### src/rtl/ad_emu_pkg.sv
// Shared encodings for the serial ADC slave emulator: sample modes, fx register
// offsets, responder FSM states and the noise LFSR constants.
package ad_emu_pkg;

    typedef enum logic [1:0] {
        MODE_CONST  = 2'd0,
        MODE_RAMP   = 2'd1,
        MODE_TOGGLE = 2'd2
    } mode_e;

    typedef enum logic [1:0] {
        ST_IDLE = 2'd0,
        ST_LEAD = 2'd1,
        ST_DATA = 2'd2,
        ST_TAIL = 2'd3
    } state_e;

    localparam logic [15:0] REG_MODE    = 16'h0000;
    localparam logic [15:0] REG_STEP_LO = 16'h0001;
    localparam logic [15:0] REG_STEP_HI = 16'h0002;
    localparam logic [15:0] REG_CONST_LO = 16'h0003;
    localparam logic [15:0] REG_CONST_HI = 16'h0004;
    localparam logic [15:0] REG_FRAMES  = 16'h0005;
    localparam logic [15:0] REG_ABORTS  = 16'h0006;
    localparam logic [15:0] REG_STATUS  = 16'h0007;
    localparam logic [15:0] REG_NOISE   = 16'h0008;

    // Right-shifting Fibonacci form: feedback from bits 0,2,3,5 (taps 16,14,13,11).
    localparam logic [15:0] LFSR_SEED = 16'hACE1;
    localparam logic [15:0] LFSR_TAPS = 16'h002D;

endpackage

### src/rtl/ad_emu_pat.sv
// Sample word generator: constant, ramp or toggle, advanced once per frame start.
// With AD_EMU_NOISE_EN defined, an LFSR perturbs the low nibble through noise_mask.
module ad_emu_pat
    import ad_emu_pkg::*;
#(
    parameter int DW = 16
) (
    input  logic          clk_sys,
    input  logic          rst_n,
    input  logic          advance,
    input  logic          clr,
    input  logic [1:0]    mode,
    input  logic [DW-1:0] step,
    input  logic [DW-1:0] cst,
`ifdef AD_EMU_NOISE_EN
    input  logic [3:0]    noise_mask,
`endif
    output logic [DW-1:0] sample
);

    logic [DW-1:0] acc;
    logic          phase;
    logic [DW-1:0] gen_sample;

    always_comb begin
        gen_sample = cst;
        case (mode)
            MODE_RAMP:   gen_sample = acc;
            MODE_TOGGLE: gen_sample = phase ? ~cst : cst;
            default:     gen_sample = cst;
        endcase
    end

    // A mode write clears the generator even if it lands on a frame start.
    always_ff @(posedge clk_sys) begin
        if (!rst_n) begin
            acc   <= '0;
            phase <= 1'b0;
        end else if (clr) begin
            acc   <= '0;
            phase <= 1'b0;
        end else if (advance) begin
            if (mode == MODE_RAMP)   acc   <= acc + step;
            if (mode == MODE_TOGGLE) phase <= ~phase;
        end
    end

`ifdef AD_EMU_NOISE_EN
    logic [15:0] lfsr;

    always_ff @(posedge clk_sys) begin
        if (!rst_n)       lfsr <= LFSR_SEED;
        else if (advance) lfsr <= {^(lfsr & LFSR_TAPS), lfsr[15:1]};
    end

    assign sample = gen_sample ^ {{(DW-4){1'b0}}, lfsr[3:0] & noise_mask};
`else
    assign sample = gen_sample;
`endif

endmodule

### src/rtl/ad_emu_top.sv
// Serial ADC slave emulator: answers a cs_n/sclk master with programmable sample
// words, configured over the fx bus. Optional noise injection under AD_EMU_NOISE_EN.
module ad_emu_top
    import ad_emu_pkg::*;
#(
    parameter int DW          = 16,
    parameter int LEAD_BITS   = 2,
    parameter int SYNC_STAGES = 2
) (
    input  logic        clk_sys,
    input  logic        rst_n,
    input  logic        cs_n,
    input  logic        sclk,
    output logic        sdata,
    input  logic [21:0] fx_waddr,
    input  logic        fx_wr,
    input  logic [7:0]  fx_data,
    input  logic        fx_rd,
    input  logic [21:0] fx_raddr,
    output logic [7:0]  fx_q,
    input  logic [5:0]  dev_id
);

    localparam int CW = $clog2(DW + LEAD_BITS + 1);

    logic [SYNC_STAGES-1:0] cs_sync, sclk_sync;
    logic                   cs_d, sclk_d;
    logic                   cs_s, sclk_s, cs_fall, cs_rise, sclk_fall;

    state_e        state, state_nx;
    logic [DW-1:0] shreg, shreg_nx;
    logic [CW-1:0] cnt, cnt_nx;
    logic          sdata_nx, advance, frame_inc, abort_inc;

    logic [1:0]    mode_reg;
    logic [DW-1:0] step_reg, const_reg, sample;
    logic [7:0]    frame_cnt, abort_cnt, rdata;
    logic          wsel, rsel, mode_wr;
    logic [15:0]   woff;

    always_ff @(posedge clk_sys) begin
        if (!rst_n) begin
            cs_sync   <= '0;
            sclk_sync <= '0;
            cs_d      <= 1'b0;
            sclk_d    <= 1'b0;
        end else begin
            cs_sync   <= {cs_sync[SYNC_STAGES-2:0], cs_n};
            sclk_sync <= {sclk_sync[SYNC_STAGES-2:0], sclk};
            cs_d      <= cs_s;
            sclk_d    <= sclk_s;
        end
    end

    assign cs_s      = cs_sync[SYNC_STAGES-1];
    assign sclk_s    = sclk_sync[SYNC_STAGES-1];
    assign cs_fall   = cs_d & ~cs_s;
    assign cs_rise   = ~cs_d & cs_s;
    assign sclk_fall = sclk_d & ~sclk_s;

    always_ff @(posedge clk_sys) begin
        if (!rst_n) begin
            state <= ST_IDLE;
            shreg <= '0;
            cnt   <= '0;
            sdata <= 1'b0;
        end else begin
            state <= state_nx;
            shreg <= shreg_nx;
            cnt   <= cnt_nx;
            sdata <= sdata_nx;
        end
    end

    // cnt holds remaining lead falls in LEAD, remaining bits after the current one in DATA.
    always_comb begin
        state_nx  = state;
        shreg_nx  = shreg;
        cnt_nx    = cnt;
        sdata_nx  = sdata;
        advance   = 1'b0;
        frame_inc = 1'b0;
        abort_inc = 1'b0;
        case (state)
            ST_IDLE: begin
                sdata_nx = 1'b0;
                if (cs_fall) begin
                    advance  = 1'b1;
                    shreg_nx = sample;
                    if (LEAD_BITS == 0) begin
                        state_nx = ST_DATA;
                        sdata_nx = sample[DW-1];
                        cnt_nx   = CW'(DW - 1);
                    end else begin
                        state_nx = ST_LEAD;
                        cnt_nx   = CW'(LEAD_BITS);
                    end
                end
            end
            ST_LEAD: begin
                if (cs_rise) begin
                    state_nx  = ST_IDLE;
                    sdata_nx  = 1'b0;
                    abort_inc = 1'b1;
                end else if (sclk_fall) begin
                    if (cnt == CW'(1)) begin
                        state_nx = ST_DATA;
                        sdata_nx = shreg[DW-1];
                        cnt_nx   = CW'(DW - 1);
                    end else begin
                        cnt_nx = cnt - CW'(1);
                    end
                end
            end
            ST_DATA: begin
                if (cs_rise) begin
                    state_nx  = ST_IDLE;
                    sdata_nx  = 1'b0;
                    abort_inc = 1'b1;
                end else if (sclk_fall) begin
                    if (cnt == '0) begin
                        state_nx = ST_TAIL;
                        sdata_nx = 1'b0;
                    end else begin
                        shreg_nx = shreg << 1;
                        sdata_nx = shreg[DW-2];
                        cnt_nx   = cnt - CW'(1);
                    end
                end
            end
            default: begin
                sdata_nx = 1'b0;
                if (cs_rise) begin
                    state_nx  = ST_IDLE;
                    frame_inc = 1'b1;
                end
            end
        endcase
    end

    assign wsel    = fx_wr && (fx_waddr[21:16] == dev_id);
    assign rsel    = fx_rd && (fx_raddr[21:16] == dev_id);
    assign woff    = fx_waddr[15:0];
    assign mode_wr = wsel && (woff == REG_MODE);

`ifdef AD_EMU_NOISE_EN
    logic [3:0] noise_mask;

    always_ff @(posedge clk_sys) begin
        if (!rst_n)                          noise_mask <= '0;
        else if (wsel && woff == REG_NOISE)  noise_mask <= fx_data[3:0];
    end
`endif

    always_ff @(posedge clk_sys) begin
        if (!rst_n) begin
            mode_reg  <= MODE_CONST;
            step_reg  <= '0;
            const_reg <= '0;
        end else if (wsel) begin
            case (woff)
                REG_MODE:     mode_reg        <= fx_data[1:0];
                REG_STEP_LO:  step_reg[7:0]   <= fx_data;
                REG_STEP_HI:  step_reg[15:8]  <= fx_data;
                REG_CONST_LO: const_reg[7:0]  <= fx_data;
                REG_CONST_HI: const_reg[15:8] <= fx_data;
                default: ;
            endcase
        end
    end

    // A clearing write beats a same-cycle increment.
    always_ff @(posedge clk_sys) begin
        if (!rst_n) begin
            frame_cnt <= '0;
            abort_cnt <= '0;
        end else begin
            if (wsel && woff == REG_FRAMES) frame_cnt <= '0;
            else if (frame_inc)             frame_cnt <= frame_cnt + 8'd1;
            if (wsel && woff == REG_ABORTS) abort_cnt <= '0;
            else if (abort_inc)             abort_cnt <= abort_cnt + 8'd1;
        end
    end

    always_comb begin
        rdata = 8'h00;
        case (fx_raddr[15:0])
            REG_MODE:     rdata = {6'b0, mode_reg};
            REG_STEP_LO:  rdata = step_reg[7:0];
            REG_STEP_HI:  rdata = step_reg[15:8];
            REG_CONST_LO: rdata = const_reg[7:0];
            REG_CONST_HI: rdata = const_reg[15:8];
            REG_FRAMES:   rdata = frame_cnt;
            REG_ABORTS:   rdata = abort_cnt;
            REG_STATUS:   rdata = {6'b0, cs_s, state != ST_IDLE};
`ifdef AD_EMU_NOISE_EN
            REG_NOISE:    rdata = {4'b0, noise_mask};
`endif
            default:      rdata = 8'h00;
        endcase
    end

    always_ff @(posedge clk_sys) begin
        if (!rst_n)     fx_q <= 8'h00;
        else if (rsel)  fx_q <= rdata;
        else if (fx_rd) fx_q <= 8'h00;
    end

    ad_emu_pat #(.DW(DW)) u_pat (
        .clk_sys    (clk_sys),
        .rst_n      (rst_n),
        .advance    (advance),
        .clr        (mode_wr),
        .mode       (mode_reg),
        .step       (step_reg),
        .cst        (const_reg),
`ifdef AD_EMU_NOISE_EN
        .noise_mask (noise_mask),
`endif
        .sample     (sample)
    );

endmodule

### config.mk
export PLATFORM = sky130hd
export DESIGN_NAME = ad_emu_top
export DESIGN_NICKNAME = d
export VERILOG_FILES = /design/src/rtl/ad_emu_pkg.sv /design/src/rtl/ad_emu_pat.sv /design/src/rtl/ad_emu_top.sv
export SDC_FILE = /design/constraint.sdc
export NUM_CORES = 1
export LEC_CHECK = 0
export ABC_CLOCK_PERIOD_IN_PS = 2800
export CORE_MARGIN = 1.5
export CORE_UTILIZATION = 45
export CTS_CLUSTER_DIAMETER = 100
export CTS_CLUSTER_SIZE = 24
export DETAILED_ROUTE_END_ITERATION = 7
export PLACE_DENSITY = 0.66
export SYNTH_ARGS = -nofsm -noshare
export SYNTH_HDL_FRONTEND = slang
export SYNTH_HIERARCHICAL = 1
export SYNTH_SLANG_ARGS = --single-unit
### constraint.sdc
create_clock -name clk_sys -period 2.8 [get_ports clk_sys]
set_input_delay 0.28 -clock clk_sys [delete_from_list [all_inputs] [get_ports clk_sys]]
set_output_delay 0.28 -clock clk_sys [all_outputs]
set_load 0.05 [all_outputs]
==> flow_summary.json <==
{
  "run_status": "complete, no violations",
  "syn_area_mm2": 0.00620,
  "fin_ws_ps": 272,
  "clock_skew_ps": 10.4,
  "power_report.internal_total_mw": 2.46,
  "period_share_pct": 90.3,
  "syn-mean-instance-area_um2": 8.36,
  "worstSetupEndpointType": "flip-flop",
  "chipHeight_um": 120,
  "grt_setup_unrepaired": "false",
  "vias": 5656,
  "clk_root_buffer_cell": "clkbuf_16",
  "power-per-cell-area_mw_per_mm2": 425,
  "area_delta_synth_final_pct": 20.4,
  "drtAntennaViolNets": 0,
  "hpwl_mm": 13.6,
  "source_to_sink_clock_delay_at_the_later_pin_of_the_worst_skew_pair_ps": 360,
  "rows": 42,
  "synth.yosys.warnings": 6,
  "timing.critical_path.slowest_cell_delay_ps": 420,
  "path_buf_inv": 0,
  "ir_worst_vdd_mv": 0.278,
  "route.detailed.wl_per_inst_um": 17.6,
  "cp.arrival_ps": 2770,
  "track_usage_pct": 24.8,
  "synthXorXnorAreaFrac_pct": 5.22,
  "post-route-drc-count": 0,
  "swShare_pct": 22.6,
  "max_slew.worst_pin.slew_ps": 728,
  "ctsHoldBuffers": 0,
  "power.share.clock_pct": 43.6,
  "clockBufferDepth": 2,
  "total_leakage_power_nw": 2.86,
  "final_layout_size_suffix_gt1_share_pct": 6.04,
  "setup-tns-final_ps": 0,
  "postCtsSetupBuffers": 0,
  "firstDrtPassIters": 5,
  "ys_async_sr_fraction_pct": 0,
  "antenna_cells": 0,
  "die_w_um": 120,
  "comb_power_share_pct": 8.6,
  "drt_first_iter_violations": 537,
  "critical_path.top_delay_family": "compound AO/OA/AOI/OAI gates",
  "gpl.final_weighted_congestion": 0.905,
  "finalCriticalPeriod_ps": 2530,
  "grt_pass1_wl_mm": 28.2,
  "post_cts.resized_instances": 0,
  "synthMuxAreaShare_pct": 14.6,
  "timing.slew.headroom_pct": 51.4,
  "final_max_slew_viol_count": 0,
  "crit_path_max_fanout": 4,
  "worst-setup-path-type": "flip-flop to flip-flop",
  "global_route_total_overflow": 0,
  "syn-num-nets": 833,
  "drv_cap": 0,
  "postSynthCellCount": 742,
  "fp.dieArea_mm2": 0.0145,
  "start_util_pct": 46.5,
  "io_pins": 73,
  "cts_num_sinks": 105,
  "power_switching_uw": 718,
  "final_hold_viol_count": 0,
  "synth_fa_ha_area_share_pct": 5.73,
  "synth_compound_area_share_pct": 15.7,
  "synth-edff-count": 0,
  "detail_route.wirelength_mm": 17.4,
  "netlist-cell-type-count": 56,
  "place_ws_ps": 75.3,
  "cts_inserted_buffers": 9,
  "critical_path.cell_chain": "ha_1 > fa_1 > a21o_1 > a221oi_4 > o41ai_1 > a221oi_2 > mux2i_1 > a21o_1",
  "cts_tree": "built",
  "maxClockFrequency_mhz": 396,
  "sequentialPowerShare_pct": 47.8,
  "proportion_of_synthesized_chip_area_in_sequential_cells_pct": 33.9,
  "setup_viol": 0,
  "placement.io_buffers": 72,
  "first_global_vias": 5475,
  "synth_top_family_by_area": "simple AND/OR/NAND/NOR gates",
  "path_clk_slew_ps": 70,
  "path_common_cell": "a21o_1",
  "min_path_type": "input pin to flip-flop",
  "timing.critical_path.from_type": "flip-flop",
  "number_of_antenna_violations_at_the_first_check_in_global_routing": 0,
  "grt_start_max_net_pins": 46,
  "postSynthRegisterBits": 105,
  "ctsHtreeMaxLevel": 3,
  "design.core.area_mm2": 0.0133,
  "synth_simple_gate_area_share_pct": 21.3,
  "cp.required_ps": 3050,
  "synth_ff_type": "dfxtp_1",
  "drt-vias-per-instance": 5.73,
  "layout.nets": 897,
  "cpMaxStageDelayCell": "fa_1"
}
## routing by layer
| metal | vias to the layer above | GRT usage, % | share of wire [%] |
|---|---|---|---|
| met5 | - | 0 | 0 |
| met4 | 0 | 7.79 | 2.6 |
| met2 | 145 | 40.7 | 46 |
| li1 | 2789 | - | - |
| met1 | 2690 | 32.8 | 46 |
| met3 | 32 | 4.76 | 5.3 |
## cell type report
class                           count  area [µm²]
Sequential cell                   105        2100
Clock buffer                       10         239
Timing Repair Buffer               92         866
Inverter                           19        71.3
Tap cell                          176         220
Clock inverter                      6        90.1
Multi-Input combinational cell    579        3880
Fill cell                        1225        5880
## cell usage after synthesis (7+ instances only)
| cell type | instances | area share [%] |
|---|---|---|
| nand2_1 | 113 | 6.8 |
| dfxtp_1 | 105 | 34 |
| mux2i_1 | 88 | 14 |
| nor2_1 | 82 | 5.0 |
| clkbuf_1 | 31 | 1.9 |
| a21oi_1 | 27 | 2.2 |
| ha_1 | 26 | 5.2 |
| o21ai_0 | 23 | 1.9 |
| a211oi_1 | 21 | 2.5 |
| nand3_1 | 21 | 1.7 |
| xor2_1 | 20 | 2.8 |
| inv_1 | 19 | 1.1 |
| nor3_1 | 18 | 1.5 |
| a221o_1 | 17 | 2.7 |
| xnor2_1 | 17 | 2.4 |
| nor4_1 | 10 | 1.0 |
| and2_1 | 9 | 0.91 |
| o22ai_1 | 9 | 0.91 |
| nand4_1 | 8 | 0.81 |
| nand2b_1 | 7 | 0.71 |
## tightest hold or removal path: stages
cell	delay, ps
buf_2	230
nand2_1	120
o32ai_1	60
## worst paths after layout
path,to,cells past startpoint,slack [ps],start
max,u_pat/acc[14]$_SDFFE_PP0P_,8,270,step_reg[0]$_SDFFE_PN0P_
min,cnt[4]$_SDFFE_PN0P_,3,390,rst_n
max reg2reg,u_pat/acc[14]$_SDFFE_PP0P_,8,270,step_reg[0]$_SDFFE_PN0P_
min reg2reg,sclk_sync[1]$_SDFF_PN0_,1,450,sclk_sync[0]$_SDFF_PN0_
## logic make-up after synthesis
family,after synthesis
AO/OA/AOI/OAI,133
XOR/XNOR,37
adder cells (fa/ha/maj),28
buffers and inverters,58
flip-flops,105
multiplexers,90
AND/OR/NAND/NOR,291
## power groups by stage
stage / clock (mW) / combinational (mW) / sequential, mW
3_5_place_dp: 0 / 0.270 / 1.55
4_1_cts: 1.42 / 0.271 / 1.52
5_1_grt: 1.48 / 0.296 / 1.52
3_3_place_gp: 0 / 0.266 / 1.55
6_report: 1.38 / 0.273 / 1.52
2_1_floorplan: 0 / 0.131 / 1.55
## metrics by stage
stage	std cells	total power [mW]	instance area, µm²	hold WS [ps]	utilization, %
after global routing	987	3.29	7470	387	56.0
after CTS	987	3.20	7470	362	56.0
final	987	3.17	7470	388	56.0
after global placement	971	1.82	7140	423	53.5
after floorplan	742	1.68	6200	407	-
after detailed placement	971	1.82	7140	429	53.5
## cells in the final DEF (no fill, tap or decap), types with 10 or more instances in the layout
cell type	synthesis	layout
inv_1	19	19
dfxtp_1	105	105
clkdlybuf4s50_1	0	71
nor4_1	10	10
mux2i_1	88	88
nand3_1	21	21
a21oi_1	27	27
ha_1	26	26
o21ai_0	23	23
a221o_1	17	17
buf_4	0	20
a211oi_1	21	21
nand2_1	113	113
xnor2_1	17	17
nor3_1	18	18
xor2_1	20	20
nor2_1	82	82
Power figures use the tool's default switching activity.
